[src/rtl/pipe_pkg.sv]
// Shared types for the handshaked pipeline stage registers.
package pipe_pkg;

  typedef enum logic [1:0] {
    EMPTY = 2'd0,
    BUSY  = 2'd1,
    FULL  = 2'd2
  } pipe_state_t;

  localparam int DEFAULT_CTRL_W = 16;

endpackage

[src/rtl/pipe_slot.sv]
// One storage slot: a valid bit plus a payload register. Clear wins over load;
// clearing keeps the payload so the stage output holds its last value.
module pipe_slot #(
  parameter int W = 8
) (
  input  logic         clk,
  input  logic         rst,
  input  logic         load_i,
  input  logic         clear_i,
  input  logic [W-1:0] payload_i,
  output logic         valid_o,
  output logic [W-1:0] payload_o
);

  logic         valid_q;
  logic [W-1:0] payload_q;

  always_ff @(posedge clk) begin
    if (rst) begin
      valid_q   <= 1'b0;
      payload_q <= '0;
    end else if (clear_i) begin
      valid_q   <= 1'b0;
    end else if (load_i) begin
      valid_q   <= 1'b1;
      payload_q <= payload_i;
    end
  end

  assign valid_o   = valid_q;
  assign payload_o = payload_q;

endmodule

[src/rtl/elastic_pipe_stage.sv]
// Handshaked pipeline stage register with optional 2-entry skid buffer,
// flush-to-bubble and a saturating stall counter.
module elastic_pipe_stage
  import pipe_pkg::*;
#(
  parameter int CTRL_W = DEFAULT_CTRL_W,
  parameter int DATA_W = 160,
  parameter int SKID   = 1,
  parameter int CNT_W  = 16
) (
  input  logic              clk,
  input  logic              rst,
  input  logic              in_valid,
  output logic              in_ready,
  input  logic [CTRL_W-1:0] in_ctrl,
  input  logic [DATA_W-1:0] in_data,
  output logic              out_valid,
  input  logic              out_ready,
  output logic [CTRL_W-1:0] out_ctrl,
  output logic [DATA_W-1:0] out_data,
  input  logic              flush,
  output logic [CNT_W-1:0]  stall_cnt,
  output logic [1:0]        dbg_state
);

  localparam int PW = CTRL_W + DATA_W;

  // Handshake: a transfer happens on a rising edge where valid & ready are both
  // high; valid never depends on ready, and a held entry stays stable until it fires.
  logic in_fire, out_fire;

  pipe_state_t      state_q, state_d;
  logic             main_load, main_clear, main_from_skid;
  logic             skid_load, skid_clear;
  logic             main_valid, skid_valid;
  logic [PW-1:0]    main_payload, skid_payload, main_d;
  logic [CNT_W-1:0] stall_cnt_q, stall_cnt_d;

  assign in_fire  = in_valid & in_ready;
  assign out_fire = main_valid & out_ready;

  generate
    if (SKID != 0) begin : g_skid
      pipe_slot #(.W(PW)) u_skid (
        .clk       (clk),
        .rst       (rst),
        .load_i    (skid_load),
        .clear_i   (skid_clear),
        .payload_i ({in_ctrl, in_data}),
        .valid_o   (skid_valid),
        .payload_o (skid_payload)
      );
      // Skid slot valid is exactly state FULL, so in_ready comes straight from a flop.
      assign in_ready = ~skid_valid;
    end else begin : g_noskid
      assign skid_valid   = 1'b0;
      assign skid_payload = '0;
      assign in_ready     = ~main_valid | out_ready;
    end
  endgenerate

  always_comb begin
    state_d        = state_q;
    main_load      = 1'b0;
    main_clear     = 1'b0;
    main_from_skid = 1'b0;
    skid_load      = 1'b0;
    skid_clear     = 1'b0;
    if (flush) begin
      state_d    = EMPTY;
      main_clear = 1'b1;
      skid_clear = 1'b1;
    end else begin
      case (state_q)
        EMPTY: begin
          if (in_fire) begin
            main_load = 1'b1;
            state_d   = BUSY;
          end
        end
        BUSY: begin
          if (in_fire && out_fire) begin
            main_load = 1'b1;
          end else if (in_fire && SKID != 0) begin
            skid_load = 1'b1;
            state_d   = FULL;
          end else if (out_fire) begin
            main_clear = 1'b1;
            state_d    = EMPTY;
          end
        end
        FULL: begin
          if (out_fire) begin
            main_load      = 1'b1;
            main_from_skid = 1'b1;
            skid_clear     = 1'b1;
            state_d        = BUSY;
          end
        end
        default: state_d = EMPTY;
      endcase
    end
  end

  assign main_d = main_from_skid ? skid_payload : {in_ctrl, in_data};

  pipe_slot #(.W(PW)) u_main (
    .clk       (clk),
    .rst       (rst),
    .load_i    (main_load),
    .clear_i   (main_clear),
    .payload_i (main_d),
    .valid_o   (main_valid),
    .payload_o (main_payload)
  );

  always_comb begin
    stall_cnt_d = stall_cnt_q;
    if (main_valid && !out_ready && stall_cnt_q != {CNT_W{1'b1}}) begin
      stall_cnt_d = stall_cnt_q + CNT_W'(1);
    end
  end

  always_ff @(posedge clk) begin
    if (rst) begin
      state_q     <= EMPTY;
      stall_cnt_q <= '0;
    end else begin
      state_q     <= state_d;
      stall_cnt_q <= stall_cnt_d;
    end
  end

  // Invalid stage must look like a bubble downstream, so control is masked.
  assign out_valid = main_valid;
  assign out_ctrl  = main_valid ? main_payload[PW-1 -: CTRL_W] : '0;
  assign out_data  = main_payload[DATA_W-1:0];
  assign stall_cnt = stall_cnt_q;
  assign dbg_state = state_q;

endmodule

[config.mk]
export PLATFORM = sky130hd
export DESIGN_NAME = elastic_pipe_stage
export DESIGN_NICKNAME = d
export VERILOG_FILES = /design/src/rtl/pipe_pkg.sv /design/src/rtl/pipe_slot.sv /design/src/rtl/elastic_pipe_stage.sv
export SDC_FILE = /design/constraint.sdc
export NUM_CORES = 1
export LEC_CHECK = 0
export CORE_MARGIN = 10
export CORE_UTILIZATION = 40
export CTS_CLUSTER_SIZE = 40
export DETAILED_ROUTE_END_ITERATION = 6
export GPL_TIMING_DRIVEN = 0
export PLACE_DENSITY = 0.66
export SYNTH_ARGS = -nofsm -noshare
export SYNTH_HDL_FRONTEND = slang
export SYNTH_SLANG_ARGS = --single-unit
[constraint.sdc]
create_clock -name clk -period 2.4 [get_ports clk]
set_input_delay 0.72 -clock clk [delete_from_list [all_inputs] [get_ports clk]]
set_output_delay 0.72 -clock clk [all_outputs]
set_load 0.02 [all_outputs]
==> impl_results.md <==
* Vias in the first global route at between 15000 and 20000
* Die Ht at 224 µm
* Worst Tran Pin Value at 1.06 ns
* DR pass1 iterations at 6
* Post-Route Skew at 0.0367 ns
* Critical path fanouts, max at 4
* Leading cell types in the layout, fill and taps excluded: nand2_1, dfxtp_1, a21oi_1
* Share of cells above drive strength 1 at 13.6%
* WP buf/inv at 1
* Crit path DAT at 1.65 ns
* Setup-failing EPs final at 0
* Global route overflow at 0
* Fin area at 22500 µm²
* Slowest stage delay, CP at approximately 0.7 ns
* Worst path cell trace: clkdlybuf4s50_1
* Initial antenna violation count at 6
* Syn_area_per_cell at 7.95 µm²
* Leak pwr at 8.46 nW
* Tightest hold margin at 0.450 ns
* Most common library cell in the layout ignoring fill and taps: nand2_1
* Post-place instance area at 21000 µm²
* Fin. max-slew vios at 0
* Initial DRC Count at between 1000 and 1500
* Mapped Area at 16600 µm²
* Met2 routed WL at around 28000 µm
* Max Root-Sink Buffers at 3
* CORE AREA at about 41000 µm²
* Full die area at 50000 µm²
* Pin count of the biggest net entering global routing at 13
* Nets@finish at 2689
* Met3 wire length at around 4600 µm
* Achievable Freq at 0.422 GHz
* Yosys warning total at 0
* Sinks on Clock Net at 372
* Wire per inst at roughly 19 µm
* CTS tree: built
* # IOs at 377
* Maximum vdd ir drop at between 0.0004 and 0.0005 V
* Gpl congestion at 0.845
* Routed length on met1 at 24000 µm
* Die Wd at 224 µm
* Uppermost layer routed: met5
* Root Buffer: clkbuf_16
* CP required at 1.68 ns
* Post-detail-place hpwl at 43300 µm
* Max-slew headroom at 29.6%
* Post-synthesis cell count at 2085
* Vias/cell at between 5 and 6
* Final Cycle Share at 98.8%
* Worst Setup End Kind: primary output
* Antenna-violating nets left at 0
* Clk Latency, worst-skew pair at 0.57 ns
* Seq/Total Area, Yosys at 44.9%
* Clk pin slew, worst setup/hold paths at 0.06 ns
* Max-cap violations at 0
* Std cell rows at 74
* Delay-heaviest family, CP: buffers and inverters
* Power Dens Cells at 689 nW/µm²
* CP max-delay cell: clkdlybuf4s50_1
* Residual DRC at 0
* Crit path kind: reg -> out
* First-pass GRT wire length at just under 90000 µm
* GRT Total Usage at 21.9%
* I/O Buffers at 375
* Status: finished clean
* RSZ-0062 raised after global routing: no
* Syn nets at between 2000 and 2500
* Worst hold path class: reg -> reg
* Total of flip-flops plus latches after synthesis at 372
* Synth unique cells at 42
* Initial Util at 40.5%
* Vias post-DR at approximately 17000
* Final min period at 2.37 ns
* CP startpoint kind: flip-flop
* Area growth syn-to-layout at 35.8%
* CTS Buf Count at 42
* Final WL at 58300 µm
* Final Hold Vio Count at 0
* CTS H-Tree Depth at 2
## worst reg2reg max path, cell delays in order, from the launching register on
cell	delay (ns)
dfxtp_1	0.33
buf_4	0.18
nand4b_4	0.21
clkbuf_1	0.42
clkbuf_1	0.42
o21ai_0	0.21
a311oi_1	0.35
## area by class of cell
class                           instances  area (µm²)
Antenna cell                            3        7.51
Buffer                                361        2220
Clock buffer                           65        1270
Clock inverter                         10         151
Fill cell                            3849       18400
Inverter                                3        11.3
Multi-Input combinational cell       1348        6960
Sequential cell                       372        7450
Tap cell                              532         666
Timing Repair Buffer                  379        3780
## where the power goes
group	leakage, nW	switching [mW]	internal [mW]
sequential	3.03	0.156	6.45
clock	0.698	2.60	3.96
combinational	4.73	1.19	1.15
## sequential cells by signal (all words and copies together), names as in the netlist
| signal | count |
|---|---|
| u_main.payload_o | 176 |
| dbg_state | 2 |
| g_skid.u_skid.payload_o | 176 |
| g_skid.u_skid.valid_o | 1 |
| stall_cnt | 16 |
| u_main.valid_o | 1 |
## logic make-up (layout without fill, tap and decap cells)
logic type      Yosys count  count (layout)  share of synthesized area, %
fa+ha+maj                 1               1                        0.0755
other cells               0               3                             0
simple gates            605             605                          14.9
buf+inv                 365             818                          13.2
flops                   372             372                          44.9
compound gates          737             737                          26.6
xor+xnor                  1               1                        0.0528
mux                       4               4                         0.272
## Yosys cell counts (all sizes together)
| cell type | n | share of area [%] |
|---|---|---|
| nor2 | 9 | 0.22 |
| a41oi | 1 | 0.053 |
| a21oi | 364 | 11 |
| nand2b | 2 | 0.075 |
| mux2 | 4 | 0.27 |
| nand3b | 1 | 0.045 |
| dfxtp | 372 | 45 |
| or4 | 7 | 0.32 |
| nand4 | 4 | 0.15 |
| o31ai | 8 | 0.45 |
| a31oi | 1 | 0.038 |
| o21ai | 184 | 5.6 |
| and4bb | 1 | 0.075 |
| or3 | 3 | 0.11 |
| buf | 247 | 10 |
| and4 | 2 | 0.11 |
| and3 | 1 | 0.038 |
| or4b | 1 | 0.060 |
| nand4b | 1 | 0.091 |
| inv | 2 | 0.045 |
| o221a | 1 | 0.068 |
| a311oi | 176 | 9.3 |
| a211oi | 1 | 0.045 |
| nand3 | 3 | 0.091 |
| nor4b | 3 | 0.25 |
| nand2 | 537 | 12 |
| and2b | 1 | 0.045 |
| a21boi | 1 | 0.068 |
| clkinv | 1 | 0.023 |
| nor2b | 6 | 0.23 |
| and2 | 19 | 0.72 |
| xor2 | 1 | 0.053 |
| clkbuf | 115 | 2.6 |
| nor3 | 1 | 0.030 |
| and4b | 1 | 0.060 |
| ha | 1 | 0.075 |
| nor4 | 2 | 0.075 |
## timing repair
action                                  in CTS  in global routing
resized for setup                           98                 40
setup buffers                                4                  0
hold buffers                                 0                  0
pin swaps                                    1                  0
endpoints found under the setup margin     362                114
## per-layer routing
metal,GRT usage (%),vias up
li1,-,8000
met1,26.3,7823
met2,37.4,605
met3,6.24,88
met4,6.10,6
met5,0,-
## final timing paths
kind,cells after the start,start,slack [ns],to
setup reg to reg,6,dbg_state[1],0.18,u_main.payload_o[137]
hold / removal,2,g_skid.u_skid.payload_o[142],0.45,u_main.payload_o[142]
hold reg to reg,2,g_skid.u_skid.payload_o[142],0.45,u_main.payload_o[142]
setup / recovery,1,stall_cnt[15],0.03,stall_cnt[15]
## metrics by stage
stage / instances / TNS (ns) / utilization (%) / power, mW / setup WS [ns]
final: 3073 / 0 / 55.0 / 15.5 / 0.0284
after global routing: 3073 / 0 / 55.0 / 16.1 / 0.000392
after CTS: 3071 / 0 / 54.8 / 15.6 / 0.00149
after global placement: 2992 / -283.68 / 51.3 / 9.04 / -0.951
after floorplan: 2085 / 0 / - / 7.97 / 0.329
after detailed placement: 2992 / -292.43 / 51.3 / 9.07 / -1.00
Note: power is estimated with default switching activity, not from simulation.
